File: config.mk
export PLATFORM = sky130hd
export DESIGN_NAME = demux_1x4_reg
export DESIGN_NICKNAME = d
export VERILOG_FILES = /design/src/rtl/demux_pkg.sv /design/src/rtl/demux_slot.sv /design/src/rtl/demux_1x4_reg.sv
export SDC_FILE = /design/constraint.sdc
export NUM_CORES = 1
export LEC_CHECK = 0
export BUFFER_PORTS_ARGS = -buffer_cell sky130_fd_sc_hd__clkbuf_2
export CAP_MARGIN = 25
export CORE_ASPECT_RATIO = 1.4
export CORE_UTILIZATION = 25
export DETAILED_ROUTE_END_ITERATION = 8
export PLACE_DENSITY = 0.42
export SLEW_MARGIN = 15
export SYNTH_ARGS = -nofsm -noshare
export SYNTH_HDL_FRONTEND = slang
export SYNTH_SLANG_ARGS = --single-unit
File: constraint.sdc
create_clock -name clk -period 4.6 [get_ports clk]
set_input_delay 0.46 -clock clk [delete_from_list [all_inputs] [get_ports clk]]
set_output_delay 0.46 -clock clk [all_outputs]
set_load 0.02 [all_outputs]
File: src/rtl/demux_pkg.sv
// Shared constants and types for the registered 1-to-4 demultiplexer.
package demux_pkg;

    localparam int NUM_CH = 4;
    localparam int SEL_W  = 2;
    localparam int DATA_W = 32;

    typedef logic [SEL_W-1:0] ch_sel_t;

endpackage

File: src/rtl/demux_slot.sv
// One-entry holding register with valid/ready drain side.
// Optional per-slot drain counter under DEMUX_COUNT_EN.
module demux_slot
    import demux_pkg::*;
#(
    parameter int WIDTH = DATA_W
`ifdef DEMUX_COUNT_EN
    ,
    parameter int CNT_W = 16
`endif
) (
    input  logic             clk,
    input  logic             rst,
    input  logic             load,
    input  logic [WIDTH-1:0] load_data,
    input  logic             drain_ready,
    output logic             full,
    output logic [WIDTH-1:0] data
`ifdef DEMUX_COUNT_EN
    ,
    output logic [CNT_W-1:0] cnt
`endif
);

    logic             full_r;
    logic             full_next_s;
    logic [WIDTH-1:0] data_r;
    logic [WIDTH-1:0] data_next_s;

    // Load wins over drain so a same-cycle refill keeps the slot full.
    always_comb begin
        full_next_s = full_r;
        data_next_s = data_r;
        if (load) begin
            full_next_s = 1'b1;
            data_next_s = load_data;
        end else if (full_r && drain_ready) begin
            full_next_s = 1'b0;
        end else begin
            full_next_s = full_r;
        end
    end

    // Slot state register.
    always_ff @(posedge clk or posedge rst) begin
        if (rst) begin
            full_r <= 1'b0;
            data_r <= '0;
        end else begin
            full_r <= full_next_s;
            data_r <= data_next_s;
        end
    end

    assign full = full_r;
    assign data = data_r;

`ifdef DEMUX_COUNT_EN
    logic [CNT_W-1:0] cnt_r;

    // Completed-transfer counter, wraps naturally.
    always_ff @(posedge clk or posedge rst) begin
        if (rst) begin
            cnt_r <= '0;
        end else if (full_r && drain_ready) begin
            cnt_r <= cnt_r + CNT_W'(1);
        end else begin
            cnt_r <= cnt_r;
        end
    end

    assign cnt = cnt_r;
`endif

endmodule

File: src/rtl/demux_1x4_reg.sv
// Registered 1-to-4 data distributor with per-channel holding slots.
// Define DEMUX_COUNT_EN to add per-channel drain counters (out_cnt_k).
module demux_1x4_reg
    import demux_pkg::*;
#(
    parameter int WIDTH = DATA_W
`ifdef DEMUX_COUNT_EN
    ,
    parameter int CNT_W = 16
`endif
) (
    input  logic              clk,
    input  logic              rst,
    input  logic              in_valid,
    output logic              in_ready,
    input  logic [WIDTH-1:0]  in_data,
    input  ch_sel_t           in_sel,
    output logic [NUM_CH-1:0] out_valid,
    input  logic [NUM_CH-1:0] out_ready,
    output logic [WIDTH-1:0]  out_data_0,
    output logic [WIDTH-1:0]  out_data_1,
    output logic [WIDTH-1:0]  out_data_2,
    output logic [WIDTH-1:0]  out_data_3
`ifdef DEMUX_COUNT_EN
    ,
    output logic [CNT_W-1:0]  out_cnt_0,
    output logic [CNT_W-1:0]  out_cnt_1,
    output logic [CNT_W-1:0]  out_cnt_2,
    output logic [CNT_W-1:0]  out_cnt_3
`endif
);

    logic [NUM_CH-1:0] full_s;
    logic [NUM_CH-1:0] load_s;
    logic              accept_s;
    logic [WIDTH-1:0]  data_s [NUM_CH];
`ifdef DEMUX_COUNT_EN
    logic [CNT_W-1:0]  cnt_s  [NUM_CH];
`endif

    // Ready depends only on the selected slot, so it follows in_sel even when idle.
    assign in_ready = !rst && (!full_s[in_sel] || out_ready[in_sel]);
    assign accept_s = in_valid && in_ready;

    for (genvar k = 0; k < NUM_CH; k++) begin : g_slot
        assign load_s[k] = accept_s && (in_sel == ch_sel_t'(k));

        demux_slot #(
            .WIDTH      (WIDTH)
`ifdef DEMUX_COUNT_EN
            ,
            .CNT_W      (CNT_W)
`endif
        ) u_slot (
            .clk        (clk),
            .rst        (rst),
            .load       (load_s[k]),
            .load_data  (in_data),
            .drain_ready(out_ready[k]),
            .full       (full_s[k]),
            .data       (data_s[k])
`ifdef DEMUX_COUNT_EN
            ,
            .cnt        (cnt_s[k])
`endif
        );
    end

    assign out_valid  = full_s;
    assign out_data_0 = data_s[0];
    assign out_data_1 = data_s[1];
    assign out_data_2 = data_s[2];
    assign out_data_3 = data_s[3];
`ifdef DEMUX_COUNT_EN
    assign out_cnt_0  = cnt_s[0];
    assign out_cnt_1  = cnt_s[1];
    assign out_cnt_2  = cnt_s[2];
    assign out_cnt_3  = cnt_s[3];
`endif

endmodule

# After elaboration in Yosys (flattened, before gate mapping)
# Cells that the tools add are included.
[op_classes] order_cmp=1 eq_ne=3 n_mux=12 n_reduce_logical=18
[ops] operator="logical AND 1 bit" count=10
[ops] operator="2-to-1 mux 1 bit" count=10
[ops] operator="nonzero test 2 bit" count=4
[ops] operator="binary-select mux 1 bit (select 2 bit)" count=2
[ops] operator="== test 2 bit (second input constant)" count=2
[ops] operator="< comparator 2 x 3 -> 1 bit (second input constant)" count=1
[ops] operator="== test 2 x 1 -> 1 bit (second input constant)" count=1
[ops] operator="zero test 1 bit" count=2
[ops] operator="zero test 2 bit" count=1
[ops] operator="logical OR 1 bit" count=1
[word_totals] ff_bits=132 input_bits=41 out_inout_bits=133 wordCells=42

# Logic depth before layout (Yosys ltp)
[depth] ltp_word=8 ltp_mapped=5 mapped_depth_nobuf=3

# By module
# A second synthesis with hierarchy kept.
[unflattened] hier_cells=306 hier_area_um2=5637.9
[by_module_without_submodules] module="demux_slot" instances=4 cells_per_inst=72 area_per_inst_um2=1381.3 seq_area_each_um2=825.8
[by_module_without_submodules] module="demux_1x4_reg" instances=1 cells_per_inst=18 area_per_inst_um2=112.6 seq_area_each_um2=0.0

# Worst setup path before layout
# Ideal clock, no wire load.
[synth_timing] path_kind="input -> output" from="in in_sel[0]" to="out in_ready" arrival_ns=1.470 t_required_ns=4.140 path_slack_ns=2.670 path_stages=4 path_buffers=1 path_cell_list="buf_2 > or3b_2 > a21boi_0 > nor4_1"
[synth_between] elab_chain_len=5 word_cells_on_any_way=7 classes_between="4 x mux; 3 x reduce/logical"
[synth_lines] element="from (decl)" line_no="demux_1x4_reg.sv:17" text="input ch_sel_t in_sel,"
[synth_lines] element="binary-select mux 1 bit (select 2 bit)" line_no="demux_1x4_reg.sv:42" text="assign in_ready = !rst && (!full_s[in_sel] || out_ready[in_sel]);"
[synth_lines] element="2-to-1 mux 1 bit (implied by the code)" line_no="demux_1x4_reg.sv:42"
[synth_lines] element="zero test 1 bit" line_no="demux_1x4_reg.sv:42"
[synth_lines] element="logical OR 1 bit (*)" line_no="demux_1x4_reg.sv:42"
[synth_lines] element="logical AND 1 bit (*)" line_no="demux_1x4_reg.sv:42"
[synth_lines] element="to (decl)" line_no="demux_1x4_reg.sv:15" text="output logic in_ready,"
# Every way passes the cells marked *; elsewhere a longest branch is shown, timed or not. The select of a mux whose other input is x is not followed.

# Final worst setup path
[layout_timing] from="reg g_slot[2].u_slot.full_r" to="out in_ready"
[layout_between] elab_chain_len=5
[layout_lines] element="from (decl)" line_no="demux_slot.sv:25" text="logic full_r;"
[layout_lines] element="from (signal assigned)" line_no="demux_slot.sv:50" text="full_r <= full_next_s;"
[layout_lines] element="binary-select mux 1 bit (select 2 bit)" line_no="demux_1x4_reg.sv:42"
[layout_lines] element="2-to-1 mux 1 bit (implied by the code)" line_no="demux_1x4_reg.sv:42"
[layout_lines] element="zero test 1 bit" line_no="demux_1x4_reg.sv:42"
[layout_lines] element="logical OR 1 bit" line_no="demux_1x4_reg.sv:42"
[layout_lines] element="logical AND 1 bit" line_no="demux_1x4_reg.sv:42"
# Every way passes these cells. The select of a mux whose other input is x is not followed.

==> flow_summary.html <==
<table>
<tr><th>Metric</th><th>Value</th></tr>
<tr><th colspan="2">Run status</th></tr>
<tr><td>Status</td><td>finished, final reports clean</td></tr>
<tr><th colspan="2">Finish</th></tr>
<tr><td>Area growth syn-to-layout</td><td>35.4%</td></tr>
<tr><td>Cell area after layout</td><td>6790 um2</td></tr>
<tr><td>Fraction of final layout cells sized beyond drive strength 1</td><td>64.4%</td></tr>
<tr><td>Core utilization of the finished layout</td><td>34.9%</td></tr>
<tr><td>Fill cell count</td><td>slightly below 2000</td></tr>
<tr><td>Post-route non-filler standard cell count</td><td>741</td></tr>
<tr><td>Number of nets in the layout</td><td>520</td></tr>
<tr><th colspan="2">Power</th></tr>
<tr><td>Net Switching</td><td>approximately 1.2 mW</td></tr>
<tr><td>Proportion of power drawn by flip-flops and latches</td><td>39.4%</td></tr>
<tr><td>Switching Fraction</td><td>29.9%</td></tr>
<tr><td>Leakage power total</td><td>3.31 nW</td></tr>
<tr><td>Total power</td><td>3.94 mW</td></tr>
<tr><td>Design internal power</td><td>2.77 mW</td></tr>
<tr><td>Combinational power share</td><td>23.1%</td></tr>
<tr><td>Peak supply drop</td><td>0.220 mV</td></tr>
<tr><td>Clock share of power</td><td>37.5%</td></tr>
<tr><td>Pwr/cell area</td><td>581 nW/um2</td></tr>
<tr><th colspan="2">Floorplanning</th></tr>
<tr><td>Core outline area</td><td>19400 um2</td></tr>
<tr><td>I/O pin cnt</td><td>roughly 170</td></tr>
<tr><td>Horiz. Die Dim</td><td>between 100 and 150 um</td></tr>
<tr><td>Number of cell rows</td><td>60</td></tr>
<tr><td>Initial core utilization</td><td>25.8%</td></tr>
<tr><td>Area of the die</td><td>20600 um2</td></tr>
<tr><td>Die Height</td><td>170 um</td></tr>
<tr><th colspan="2">Placement</th></tr>
<tr><td>Post-detailed-placement cell area</td><td>6130 um2</td></tr>
<tr><td>PortBufs</td><td>173</td></tr>
<tr><td>Pre-CTS setup slack</td><td>2110 ps</td></tr>
<tr><td>Placed Cells</td><td>708</td></tr>
<tr><td>Routability-driven placement congestion ratio</td><td>roughly 0.72</td></tr>
<tr><td>Placed wire-length estimate</td><td>8760 um</td></tr>
<tr><th colspan="2">Critical path</th></tr>
<tr><td>Cell chain of the critical path</td><td>or3b_2 -&gt; a21boi_0 -&gt; nor4_1 -&gt; clkbuf_2</td></tr>
<tr><td>Slowest stage delay, CP</td><td>440 ps</td></tr>
<tr><td>Worst Path Max Fanout</td><td>3</td></tr>
<tr><td>Critical Path RT</td><td>slightly above 4000 ps</td></tr>
<tr><td>Sort of element at the start of the critical path</td><td>flop</td></tr>
<tr><td>Startpoint-to-endpoint class of the critical path</td><td>flop to primary output</td></tr>
<tr><td>CP max-delay cell</td><td>or3b_2</td></tr>
<tr><td>Path depth of the worst reg2reg path</td><td>3</td></tr>
<tr><td>Worst setup EP type</td><td>primary output</td></tr>
<tr><td>Arrival time reported for the critical path endpoint</td><td>1620 ps</td></tr>
<tr><th colspan="2">GRT</th></tr>
<tr><td>GRT Total Usage</td><td>13.0%</td></tr>
<tr><td>Vias in the first global route</td><td>3325</td></tr>
<tr><td>Number of antenna violations at the first check in global routing</td><td>1</td></tr>
<tr><td>First-pass GRT wire length</td><td>19600 um</td></tr>
<tr><td>Grt ovf</td><td>0</td></tr>
<tr><td>Maximum number of pins on one net before global-route repair</td><td>94</td></tr>
<tr><th colspan="2">Timing</th></tr>
<tr><td>Pins Over Slew Limit</td><td>0</td></tr>
<tr><td>Minimum hold slack</td><td>243 ps</td></tr>
<tr><td>Max Clk Rate</td><td>0.481 GHz</td></tr>
<tr><td>Final worst path period share</td><td>between 40% and 50%</td></tr>
<tr><td>Count of endpoints failing hold in the final timing report</td><td>0</td></tr>
<tr><td>Max Clock Skew</td><td>around 4 ps</td></tr>
<tr><td>Rel. slew slack</td><td>39.5%</td></tr>
<tr><td>Final setup slack of the worst path</td><td>approximately 2500 ps</td></tr>
<tr><td>Final worst path period need</td><td>about 2100 ps</td></tr>
<tr><td>Total Neg Setup Slack</td><td>0 ps</td></tr>
<tr><td>Final setup violation count</td><td>0</td></tr>
<tr><td>Actual slew at the worst max-slew pin</td><td>about 900 ps</td></tr>
<tr><td>RSZ-0062 raised after global routing</td><td>no</td></tr>
<tr><th colspan="2">Clock tree</th></tr>
<tr><td>Post-CTS Hold Fix Bufs</td><td>0</td></tr>
<tr><td>Clock insertion delay at the later pin of the skew report</td><td>410 ps</td></tr>
<tr><td>TritonCTS clock tree</td><td>yes</td></tr>
<tr><td>Sink count of the clock tree</td><td>132</td></tr>
<tr><td>Setup fix buffers added after clock tree synthesis</td><td>0</td></tr>
<tr><td>H-tree depth reported by CTS</td><td>4</td></tr>
<tr><td>Number of clock buffers inserted by TritonCTS</td><td>17</td></tr>
<tr><td>Maximum clock insertion buffer count</td><td>2</td></tr>
<tr><td>Number of gates resized after cts</td><td>0</td></tr>
<tr><td>CTS Root Buffer Type</td><td>clkbuf_16</td></tr>
<tr><td>Register clock-pin slew on the reported worst setup and hold paths</td><td>50 ps</td></tr>
<tr><th colspan="2">Yosys</th></tr>
<tr><td>Flip-flop and latch count after synthesis</td><td>132</td></tr>
<tr><td>Cell type with the highest aggregate area in the netlist</td><td>dfrtp_1</td></tr>
<tr><td>Post-synthesis cell area</td><td>about 5000 um2</td></tr>
<tr><td>Count of different cell masters after synthesis</td><td>22</td></tr>
<tr><td>Fraction of synthesized cell area taken by the top area cell type</td><td>65.9%</td></tr>
<tr><td>Predominant post-synthesis flop cell</td><td>dfrtp_1</td></tr>
<tr><td>Post-synthesis async set-or-reset flop share</td><td>100%</td></tr>
<tr><td>Register area share after synthesis</td><td>65.9%</td></tr>
<tr><td>Ranking of synthesized cells by instance count</td><td>dfrtp_1, mux2_2, mux2_1, buf_2, buf_4</td></tr>
<tr><td>Post-Syn Instances</td><td>300</td></tr>
<tr><td>Number of warnings reported in the yosys synthesis log</td><td>0</td></tr>
<tr><td>Dominant cell by count in the synthesized netlist</td><td>dfrtp_1</td></tr>
<tr><td>Number of synthesized flops with an enable pin</td><td>0</td></tr>
<tr><td>Nets in the synthesized netlist</td><td>341</td></tr>
<tr><td>Largest cells by area after synthesis</td><td>dfrtp_1, mux2_2, mux2_1, buf_4, buf_2</td></tr>
<tr><td>Mean instance size in the synthesized netlist</td><td>16.7 um2</td></tr>
<tr><th colspan="2">Routing</th></tr>
<tr><td>Detailed-route vias per instance</td><td>approximately 4.3</td></tr>
<tr><td>Detailed-router iteration count before antenna repair</td><td>4</td></tr>
<tr><td>Routed wire length</td><td>12900 um</td></tr>
<tr><td>Count of antenna-violating nets left after detailed routing</td><td>0</td></tr>
<tr><td>Vias</td><td>roughly 3200</td></tr>
<tr><td>DRC marker count from the first detailed-route iteration</td><td>99</td></tr>
<tr><td>WL/cell</td><td>approximately 17 um</td></tr>
<tr><td>Post-detailed-route DRC marker count</td><td>0</td></tr>
<tr><th colspan="2">Worst hold path</th></tr>
<tr><td>Min-Delay Path Class</td><td>input port to asynchronous set/reset pin</td></tr>
<tr><th colspan="2">Flow run</th></tr>
<tr><td>Reported max-cap violation count</td><td>0</td></tr>
</table>
-- routing by layer --
layer	share of wire, %	global-route usage, %
met2	52	21.7
met4	1.6	5.26
met1	41	15.2
met5	0	0
met3	5.7	4.37
-- power by group through the flow --
stage | Sequential [mW] | Clock (mW) | Combinational [mW]
floorplan | 1.87 | 0 | 0.252
global placement | 1.57 | 0 | 0.927
detailed placement | 1.58 | 0 | 0.933
CTS | 1.56 | 1.53 | 0.934
global route | 1.59 | 1.57 | 0.977
finish | 1.55 | 1.48 | 0.913
-- logic make-up (layout without fill, tap and decap cells) --
kind of cell	count (synthesis)	after routing	synth area share [%]
flops	132	132	65.9
mux	128	128	28.7
buf+inv	19	211	2.20
simple gates	18	18	2.74
compound gates	3	3	0.474
other cells	0	1	0
-- critical path, delay by kind of cell, from the launching register on --
family | cells | cell delay (ps)
buffers and inverters | 1 | 160
and+or+nand+nor | 2 | 510
DFF | 1 | 360
AOI/OAI and AO/OA | 1 | 180
-- worst paths after layout --
| path | from | to | slack (ps) |
|---|---|---|---|
| worst min-delay path | rst | g_slot[0].u_slot.full | 240 |
| worst min register to register | g_slot[3].u_slot.data[4] | g_slot[3].u_slot.data[4] | 490 |
| worst max register to register | g_slot[3].u_slot.full | g_slot[3].u_slot.data[11] | 2540 |
| min in group clk | in_data[0] | g_slot[0].u_slot.data[0] | 310 |
| max in group asynchronous | rst | g_slot[3].u_slot.data[21] | 3170 |
| worst max-delay path | g_slot[2].u_slot.full | in_ready | 2520 |
-- area by class of cell --
type	count	area (um2)	share of cell area, %
flip-flops and latches	132	3300	48.6
multi-input cells	149	1610	23.7
diodes	1	2.50	0.0369
repair buffers	177	896	13.2
clock buffers	24	512	7.54
inverters	2	12.5	0.184
well taps	248	310	4.57
clock inverters	8	144	2.12
-- cells in the final DEF (no fill, tap or decap), types with 2 or more instances in the layout --
master	synthesis	routed
clkbuf_2	0	173
dfrtp_1	132	132
mux2_2	102	102
mux2_1	26	26
clkbuf_16	0	17
clkbuf_8	0	6
bufinv_16	0	4
buf_4	7	4
nand2b_1	3	3
nand2_1	3	3
clkinv_2	0	3
nand4b_2	2	2
-- state kept, by name (all words and copies together) (netlist names) --
signal,count
g_slot.u_slot.full,4
g_slot.u_slot.data,128
(Power assumes the default switching activity.)
